### config.mk
export PLATFORM = sky130hd
export DESIGN_NAME = hsv_core_alu_pipe
export DESIGN_NICKNAME = d
export VERILOG_FILES = /design/src/rtl/hsv_core_alu_pipe.sv
export SDC_FILE = /design/constraint.sdc
export NUM_CORES = 1
export LEC_CHECK = 0
export ABC_AREA = 0
export CORE_MARGIN = 5
export CORE_UTILIZATION = 35
export CTS_CLUSTER_SIZE = 12
export DETAILED_ROUTE_END_ITERATION = 10
export GPL_ROUTABILITY_DRIVEN = 0
export SLEW_MARGIN = 30
export SYNTH_ARGS = -nofsm -noshare
export SYNTH_HDL_FRONTEND = slang
export SYNTH_SLANG_ARGS = --single-unit
### constraint.sdc
create_clock -name clk_core -period 2.5 [get_ports clk_core]
set_input_delay 0.25 -clock clk_core [delete_from_list [all_inputs] [get_ports clk_core]]
set_output_delay 0.25 -clock clk_core [all_outputs]
set_load 0.01 [all_outputs]
### src/rtl/hsv_core_alu_pipe.sv
// Pipelined integer ALU with tag, illegal-op flag, flush and ready/valid stalling.
// Optional HSV_ALU_PIPE_SKID_EN adds a 2-entry skid buffer with a registered ready.
module hsv_core_alu_pipe #(
  parameter int XLEN   = 32,
  parameter int STAGES = 2,
  parameter int TAG_W  = 4
) (
  input  logic             clk_core,
  input  logic             rst_core,
  input  logic             flush_req,
  output logic             flush_ack,
  input  logic             valid_i,
  output logic             ready_o,
  input  logic [3:0]       op_i,
  input  logic [XLEN-1:0]  rs1_i,
  input  logic [XLEN-1:0]  rs2_i,
  input  logic [XLEN-1:0]  imm_i,
  input  logic             use_imm_i,
  input  logic [TAG_W-1:0] tag_i,
  output logic             valid_o,
  input  logic             ready_i,
  output logic [XLEN-1:0]  result_o,
  output logic [TAG_W-1:0] tag_o,
  output logic             illegal_o
);

  // Handshake: a transfer happens on an edge where valid and ready are both high;
  // valid never depends on ready, and data is held stable while valid waits.
  localparam int SHW = $clog2(XLEN);

  logic [XLEN-1:0]   op_b;
  logic [SHW-1:0]    shamt;
  logic [XLEN-1:0]   comp_res;
  logic              comp_ill;

  logic [STAGES-1:0] stg_vld;
  logic [STAGES-1:0] stg_ill;
  logic [XLEN-1:0]   stg_res [STAGES];
  logic [TAG_W-1:0]  stg_tag [STAGES];
  logic [STAGES-1:0] adv;
  logic [STAGES-1:0] can_load;
  logic              sink_rdy;
  logic              in_fire;

  always_comb begin
    op_b     = use_imm_i ? imm_i : rs2_i;
    shamt    = op_b[SHW-1:0];
    comp_res = '0;
    comp_ill = 1'b0;
    case (op_i)
      4'd0:    comp_res = rs1_i + op_b;
      4'd1:    comp_res = rs1_i - op_b;
      4'd2:    comp_res = rs1_i & op_b;
      4'd3:    comp_res = rs1_i | op_b;
      4'd4:    comp_res = rs1_i ^ op_b;
      4'd5:    comp_res = rs1_i << shamt;
      4'd6:    comp_res = rs1_i >> shamt;
      4'd7:    comp_res = $unsigned($signed(rs1_i) >>> shamt);
      4'd8:    comp_res = {{(XLEN-1){1'b0}}, ($signed(rs1_i) < $signed(op_b))};
      4'd9:    comp_res = {{(XLEN-1){1'b0}}, (rs1_i < op_b)};
      default: comp_ill = 1'b1;
    endcase
  end

  // Ready ripples back from the sink: a stage can load if it is empty or leaving.
  always_comb begin
    adv      = '0;
    can_load = '0;
    for (int k = STAGES - 1; k >= 0; k--) begin
      if (k == STAGES - 1) adv[k] = stg_vld[k] & sink_rdy;
      else                 adv[k] = stg_vld[k] & can_load[k+1];
      can_load[k] = ~stg_vld[k] | adv[k];
    end
  end

  assign ready_o = ~flush_req & can_load[0];
  assign in_fire = valid_i & ready_o;

  always_ff @(posedge clk_core or posedge rst_core) begin
    if (rst_core) begin
      flush_ack <= 1'b0;
      stg_vld   <= '0;
      stg_ill   <= '0;
      for (int k = 0; k < STAGES; k++) begin
        stg_res[k] <= '0;
        stg_tag[k] <= '0;
      end
    end else begin
      flush_ack <= flush_req;
      if (flush_req) begin
        stg_vld <= '0;
      end else begin
        if (can_load[0]) begin
          stg_vld[0] <= in_fire;
          if (in_fire) begin
            stg_res[0] <= comp_res;
            stg_tag[0] <= tag_i;
            stg_ill[0] <= comp_ill;
          end
        end
        for (int k = 1; k < STAGES; k++) begin
          if (can_load[k]) begin
            stg_vld[k] <= stg_vld[k-1];
            if (stg_vld[k-1]) begin
              stg_res[k] <= stg_res[k-1];
              stg_tag[k] <= stg_tag[k-1];
              stg_ill[k] <= stg_ill[k-1];
            end
          end
        end
      end
    end
  end

`ifdef HSV_ALU_PIPE_SKID_EN
  logic [XLEN-1:0]  skid_res [2];
  logic [TAG_W-1:0] skid_tag [2];
  logic [1:0]       skid_ill;
  logic             skid_wr;
  logic             skid_rd;
  logic [1:0]       skid_cnt;
  logic [1:0]       skid_cnt_nxt;
  logic             skid_rdy_q;
  logic             skid_push;
  logic             skid_pop;

  // Registered ready cuts the ready_i path; the second entry absorbs the in-flight op.
  assign sink_rdy     = skid_rdy_q & ~flush_req;
  assign skid_push    = adv[STAGES-1];
  assign skid_pop     = (skid_cnt != 2'd0) & ready_i & ~flush_req;
  assign skid_cnt_nxt = skid_cnt + {1'b0, skid_push} - {1'b0, skid_pop};

  always_ff @(posedge clk_core or posedge rst_core) begin
    if (rst_core) begin
      skid_cnt   <= 2'd0;
      skid_wr    <= 1'b0;
      skid_rd    <= 1'b0;
      skid_rdy_q <= 1'b1;
      skid_ill   <= '0;
      for (int k = 0; k < 2; k++) begin
        skid_res[k] <= '0;
        skid_tag[k] <= '0;
      end
    end else if (flush_req) begin
      skid_cnt   <= 2'd0;
      skid_wr    <= 1'b0;
      skid_rd    <= 1'b0;
      skid_rdy_q <= 1'b1;
    end else begin
      if (skid_push) begin
        skid_res[skid_wr] <= stg_res[STAGES-1];
        skid_tag[skid_wr] <= stg_tag[STAGES-1];
        skid_ill[skid_wr] <= stg_ill[STAGES-1];
        skid_wr           <= ~skid_wr;
      end
      if (skid_pop) skid_rd <= ~skid_rd;
      skid_cnt   <= skid_cnt_nxt;
      skid_rdy_q <= (skid_cnt_nxt != 2'd2);
    end
  end

  assign valid_o   = (skid_cnt != 2'd0) & ~flush_req;
  assign result_o  = skid_res[skid_rd];
  assign tag_o     = skid_tag[skid_rd];
  assign illegal_o = skid_ill[skid_rd];
`else
  assign sink_rdy  = ready_i & ~flush_req;
  assign valid_o   = stg_vld[STAGES-1] & ~flush_req;
  assign result_o  = stg_res[STAGES-1];
  assign tag_o     = stg_tag[STAGES-1];
  assign illegal_o = stg_ill[STAGES-1];
`endif

endmodule

Word-level counts from Yosys, hierarchy flattened:

Cells that the tools add are included.

* register bits after elaboration: 77
* bits in latches: 0
* bits in writable memories: 0
* bits in read-only memories: 0
* input bits: 110
* output and inout port bits: 40
* logic and storage cells: 51
* memories kept: 0

* add/sub/neg operators: 2
* multipliers: 0
* divide/modulo/power cells: 0
* magnitude comparators: 2
* equality and inequality tests: 9
* shifts and indexed selects: 3
* mux-type cells: 6
* bitwise logic cells: 14
* reduce and logical (&&, ||, !) cells: 6

Operators by type and width (count)
* $pmux W32 S10: 1
* $lt A32 B32 Y1: 2
* $add A32 B32 Y32: 1
* $and A32 B32 Y32: 1
* $mux W32: 1
* $or A32 B32 Y32: 1
* $shl A32 B5 Y32: 1
* $shr A32 B5 Y32: 1
* $sshr A32 B5 Y32: 1
* $sub A32 B32 Y32: 1
* $xor A32 B32 Y32: 1
* $eq A4 B3 Y1 const B: 4
* $reduce_or A10 Y1: 1
* $eq A4 B2 Y1 const B: 2
* $eq A4 B4 Y1 const B: 2
* $and A1 B1 Y1: 6
* $reduce_and A3 Y1: 2
* $eq A4 B1 Y1 const B: 1
* $logic_not A4 Y1: 1
* $reduce_bool A2 Y1: 2
* $mux W1: 3
* $not A1 Y1: 3
* $mux W2: 1
* $or A1 B1 Y1: 2

Logic depth before layout (Yosys ltp):

* depth in word-level cells: 10
* depth in mapped cells: 18

Worst setup path before layout:

No wires, ideal clock.

* path kind: in2reg
* from: in use_imm_i
* to: reg stg_res[32] (netlist bit)
* setup time: 0.129 ns
* arrival: 4.390 ns
* slack: -2.019 ns
* cell stages on the path: 16
* path buffers: 5
* path through: buf_6 mux2i_1 clkbuf_1 buf_1 buf_1 clkbuf_1 ha_1 nor3_1 a2111oi_2 a2111oi_0 o21ai_0 nand3_1 o211ai_1 a2111oi_0 nor4_1 a2111o_1

* word-level cells in the longest chain between the ends: 3
* elaborated cells on any way between the ends: 12

Ends and longest elaborated chain
* from (decl): line 18 `input logic use_imm_i,`
* $mux W32 (*): line 46 `op_b = use_imm_i ? imm_i : rs2_i;`
* $sub A32 B32 Y32 (tied with other cells): line 52 `4'd1: comp_res = rs1_i - op_b;`
* $pmux W32 S10 (*): line 50 `case (op_i)`
* to (signal, indexed assignment): line 105 `stg_res[k] <= stg_res[k-1];`
* to (decl): line 38 `logic [XLEN-1:0] stg_res [STAGES];`

Mark *: on every way between the ends. The rest lies on a longest branch, timed or not.
A chain may end at the register's enable or synchronous reset.

Worst setup path after layout:

* from: in use_imm_i
* to: reg stg_res[61] (netlist bit)

* word-level cells in the longest chain between the ends: 3
* elaborated cells on any way between the ends: 10

Ends and longest elaborated chain (line)
* $mux W32 (*): 46
* $sub A32 B32 Y32 (tied with other cells): 52
* $pmux W32 S10 (*): 50

Marked as above.

==> results_dict.tcl <==
set metrics [dict create \
    path_delay_family "compound AO/OA/AOI/OAI gates" \
    synthToLayoutAreaGrowth_pct 64.2 \
    clock_tree_from_tritoncts "built" \
    globalRoute.totalOverflow 0 \
    number_of_synthesized_flops_with_an_enable_pin 0 \
    layout-drive-gt1-share_pct 39.8 \
    postPlaceCellArea_um2 18400 \
    numClockSinks 77 \
    rr_worst_depth 8 \
    io-pin-count 150 \
    worst_path_largest_cell_delay_ns 0.54 \
    synth_most_common_cell "nand2_1" \
    critical_path.slowest_cell "mux4_2" \
    power.static_leakage_nw 9.30 \
    drt_drc_violations_left 0 \
    synth_largest_type_area_fraction_pct 15.5 \
    initial_utilization_pct 35.2 \
    design.core.area_um2 35300 \
    synthesis.instances 1642 \
    outcome "finished with violations" \
    register_clock_pin_slew_on_the_reported_worst_setup_and_hold_paths_ns 0.07 \
    pwr_density_cell_nw_per_um2 410 \
    post-route-period-util_pct 128 \
    crit_path_end_kind "flip-flop" \
    dr.pass1.iters 6 \
    finalCoreUtilization_pct 57.8 \
    synth_async_sr_flop_share_pct 100 \
    synth_register_bits 77 \
    final.setup_skew_ns 0.00917 \
    p_total_mw 8.36 \
    timing.fmax_ghz 0.314 \
    ctsLongestPathBuffers 2 \
    post-synth-top-area-cell "dfrtp_1" \
    grt_use_total_pct 31.6 \
    seq_area_frac_synth_pct 15.5 \
    reg2reg_setup_slack_ns -0.17 \
    timing.rr.end "stg_res[61]" \
    dieWidth_um 198 \
    timing.final.ws_setup_ns -0.689 \
    startpoint_type "input port" \
    die_y_um 198 \
    nets 2484 \
    num_rows 69 \
    detailedPlace.worstSlack_ns -1.42 \
    cp_common_cell "buf_12" \
    finalSetupViolCount 32 \
    wire_per_inst_um 23.8 \
    synth_ff_type "dfrtp_1" \
    htreeDepth 3 \
    syn_area_per_cell_um2 7.57 \
    required_ns 2.73 \
    finalWirelength_um 65300 \
    yosysWarnings 0 \
    mappedNetlistNets 1852 \
    finalHoldViolations 0 \
    finalWorstPathRequiredPeriod_ns 3.19 \
    grt_pass1_wl_um 96600 \
    clk_root_buffer_cell "clkbuf_16" \
    synthTopCellsByArea "dfrtp_1 16%, mux2i_1 10%, ha_1 9.9%" \
    synth.cell_area_um2 12400 \
    portBuffers 149 \
    crit_arrival_ns 3.41 \
    final_cell_area_um2 20400 \
    post_synth_num_cell_types 85 \
    vias_per_cell 6.11 \
    dp_hpwl_um 51700 \
    critical_path.max_fanout 5 \
    n_fill_cell 3073 \
    number_of_cts_inserted_buffers 9 \
    critical_path.startpoint "use_imm_i" \
    antenna_violations_before_repair 3 \
    max_slew.worst_pin.slew_ns 0.763 \
    crit_path_cell_trace "buf_12 -> buf_12 -> mux2i_4 -> buf_12 -> buf_8 -> mux4_2 -> a221oi_4 -> a211oi_4 -> o41ai_2 -> o211ai_1 -> a311oi_2 -> nor2_1 -> or3_1" \
    r2r_start "stg_vld[1]" \
    netlist_top_cells_count "173 x nand2_1, 152 x nor2_1, 130 x a21oi_1" \
    failed_checks "setup timing" \
    dr.first_iter.drc_count 2592 \
    hold_path.class "in2async" \
    design.die.area_um2 39400 \
    timing_max_transition_violations_final 0 \
    drv.max_cap_violation_count 0 \
    critPathBufInv 4 \
    grt_pass1_vias 16200 \
    route.vias.total 16700 \
    worst-setup-path-type "in2reg" \
    worst_ir_drop_vdd_mv 0.440 \
    worstSkewPairLatency_ns 0.34 \
    final_antenna_net_count 0 \
    grt_max_degree 67 \
    max_slew_margin_pct 49.2 \
    rsz0062_at_grt "true" \
]
## worst max-delay path by stage
stage | to | slack (ns) | cells after the start
2_1_floorplan | stg_res[32] | -1.19 | 17
3_3_place_gp | stg_res[62] | -1.33 | 14
3_5_place_dp | stg_res[62] | -1.42 | 14
4_1_cts | stg_res[61] | -0.59 | 13
5_1_grt | stg_res[61] | -0.71 | 13
6_report | stg_res[61] | -0.69 | 13
## cell families after synthesis
kind of cell	Yosys count	synth area share (%)
compound gates	510	27.6
xor+xnor	16	1.13
fa+ha+maj	100	10.2
buf+inv	246	8.79
flops	77	15.5
mux	194	18.6
simple gates	499	18.2
## stage by stage
| step | hold WS (ns) | instances | TNS (ns) |
|---|---|---|---|
| detailed placement | 0.468 | 2674 | -35.23 |
| global placement | 0.454 | 2674 | -33.56 |
| finish | 0.216 | 2741 | -13.01 |
| floorplan | 0.281 | 1642 | -20.88 |
| CTS | 0.231 | 2724 | -10.34 |
| global route | 0.258 | 2741 | -15.36 |
## layout make-up
class	count	area (µm²)	area share (%)
diodes	1	2.50	0.0123
clock buffers	9	225	1.10
clock inverters	7	63.8	0.313
inverters	95	364	1.78
multi-input cells	1319	10700	52.4
flip-flops and latches	77	1930	9.44
well taps	461	577	2.83
repair buffers	772	6550	32.1
## state kept, by name, indices dropped and copies added (netlist names)
| signal | flops |
|---|---|
| flush_ack | 1 |
| result_o | 32 |
| stg_ill | 2 |
| stg_res | 32 |
| stg_tag | 4 |
| stg_vld | 2 |
| tag_o | 4 |
## worst register-to-register path, cell delays in order (launching register included)
cell	delay, ns
dfrtp_1	0.38
nor2b_1	0.15
a21oi_1	0.35
and3_1	0.49
nand2_1	0.23
nor4_1	0.45
a211oi_2	0.15
nor4b_1	0.28
or3_1	0.15
## routing by layer
| layer | GRT usage (%) | up-vias | wire (µm) |
|---|---|---|---|
| li1 | - | 7340 | - |
| met2 | 49.0 | 1263 | 28100 |
| met4 | 21.1 | 4 | 5530 |
| met5 | 0 | - | 23 |
| met1 | 39.8 | 7822 | 24100 |
| met3 | 6.32 | 307 | 7530 |
## layout by cell type, fill, tap and decap left out, types with 14 or more instances in the layout
cell             synthesis  routed
buf_4                   36     565
nand2_1                173     172
nor2_1                 152     148
clkdlybuf4s50_1          0     124
mux2i_1                128     106
a21oi_1                130     104
inv_1                   89      80
ha_1                    98      78
dfrtp_1                 77      77
o21ai_0                 94      67
nor3_1                  43      41
mux2_2                  41      41
buf_6                    1      33
o211ai_1                29      29
nand3_1                 31      27
mux4_2                  21      22
o221ai_1                26      22
dlygate4sd2_1            0      22
a21oi_2                  0      21
a31oi_1                 27      21
buf_12                   0      20
a21o_1                  18      18
ha_4                     0      17
mux2i_4                  3      16
nor4_1                  20      14
o21bai_1                17      14
## report_power, final
| group | internal (mW) | total, mW | switching, mW |
|---|---|---|---|
| Combinational | 2.67 | 5.48 | 2.81 |
| Sequential | 1.46 | 1.60 | 0.137 |
| Clock | 0.695 | 1.28 | 0.582 |
| Total | 4.83 | 8.36 | 3.53 |
## repair_timing
action | 4_1_cts | 5_1_grt
hold buffers | 0 | 0
endpoints found under the setup margin | 32 | 32
cloned | 1 | 0
pin swaps | 118 | 45
hold endpoints to repair | 0 | 0
buffers inserted | 42 | 16
resized for setup | 269 | 40
Power figures use the tool's default switching activity.
==> edit, RTL diff (config.mk and constraints unchanged) <==
Remove the case item `4'd6` of the case on `op_i`.
--- a/src/rtl/hsv_core_alu_pipe.sv
+++ b/src/rtl/hsv_core_alu_pipe.sv
@@ -54,7 +54,6 @@
       4'd3:    comp_res = rs1_i | op_b;
       4'd4:    comp_res = rs1_i ^ op_b;
       4'd5:    comp_res = rs1_i << shamt;
-      4'd6:    comp_res = rs1_i >> shamt;
       4'd7:    comp_res = $unsigned($signed(rs1_i) >>> shamt);
       4'd8:    comp_res = {{(XLEN-1){1'b0}}, ($signed(rs1_i) < $signed(op_b))};
       4'd9:    comp_res = {{(XLEN-1){1'b0}}, (rs1_i < op_b)};
Check against the original RTL: not equivalent (a bounded check fails within 4 cycles, from zero or initial values and one cycle with rst_core high).
==> edit against the original RTL <==
The flow still finishes with violations (negative setup slack); sequential cell count stayed put; total power fell by 6.5%; routed wire length shrank 17%; non-clock buffer count shrank 115; worst setup slack worse by 0.043 ns; core utilization shrank 1.5 points; cell area decreased by 7.1%; register-to-register slack better by 0.29 ns; synthesized area decreased by 3.6%; first-iteration DRC count shrank 33%; cell count fell by 10%; critical path depth increased by 3; critical path type unchanged; largest cell class unchanged.
==> edit: results (changes against the original RTL) <==
* Fin nets at 2224 (was 2484)
* Psw at 3.02 mW (was 3.53 mW)
* Drt pass-1 iters at 7 (was 6)
* Slew HR at 45.2% (was 49.2%)
* Post-Synth XOR/XNOR Area at 1.97% (was 1.13%)
* First-pass GRT wire length at 80500 um (was 96600 um)
* Max incr delay on CP at 0.43 ns (was 0.54 ns)
* Clock-net power at 1.44 mW (was 1.28 mW)
* Number of diodes at 0 (was 1)
* Pleak at 8.58 nW (was 9.30 nW)
* DP HPWL at 42100 um (was 51700 um)
* Post-Synth Adder-Cell Area at 10.7% (was 10.2%)
* Cells after DPL at 2402 (was 2674)
* Number of global-route vias before repair at 13800 (was 16200)
* Failing checks: negative setup slack (unchanged)
* Vias/cell at 5.94 (was 6.11)
* Worst hold slack at 0.288 ns (was 0.216 ns)
* PnR worst setup slack at -0.732 ns (was -0.689 ns)
* Worst vdd ir at 0.364 mV (was 0.440 mV)
* Synth top area share at 16.1% (was 15.5%)
* Stages on worst setup path at 16 (was 13)
* Run status: complete, but fails checks (unchanged)
* Largest net degree at the start of global routing at 56 (was 67)
* Sequential share of the synthesized area at 16.1% (was 15.5%)
* Top post-synthesis cells by count: 123 x nand2_1, 123 x nor2_1, 122 x mux2i_1 (was 173 x nand2_1, 152 x nor2_1, 130 x a21oi_1)
* Synthesized Nets at 1702 (was 1852)
* Total wire length at 53900 um (was 65300 um)
* Comb pwr share at 61.8% (was 65.6%)
* Setup Total Neg Slack at -14.33 ns (was -13.01 ns)
* Final setup fails at 32 (unchanged)
==> edit: per-stage QoR <==
step                area (sq um)  worst slack [ns]
finish                     19000            -0.732
global route               19000            -0.821
CTS                        18300            -0.696
detailed placement         16900             -1.43
global placement           16900             -1.37
floorplan                  12100             -1.27
==> edit: timing repair <==
item | 4_1_cts | 5_1_grt
setup buffers | 32 | 19
resized for setup | 185 | 110
cloned | 2 | 1
endpoints found under the hold margin | 0 | 0
endpoints found under the setup margin | 32 | 32
pin swaps | 58 | 73
==> edit: layout make-up <==
cell class                      instances  area [sq um]
Fill cell                            3002         14700
Multi-Input combinational cell       1169         10100
Timing Repair Buffer                  657          5670
Sequential cell                        77          1930
Tap cell                              448           561
Inverter                              100           384
Clock buffer                           11           253
Clock inverter                          5          82.6
==> edit: layer usage <==
layer	GRT usage (%)	vias up	part of all wire [%]
met5	0	-	0.013
met4	9.26	2	4.3
met3	5.03	183	11
met2	41.0	952	44
met1	37.0	6949	41
li1	-	6564	-
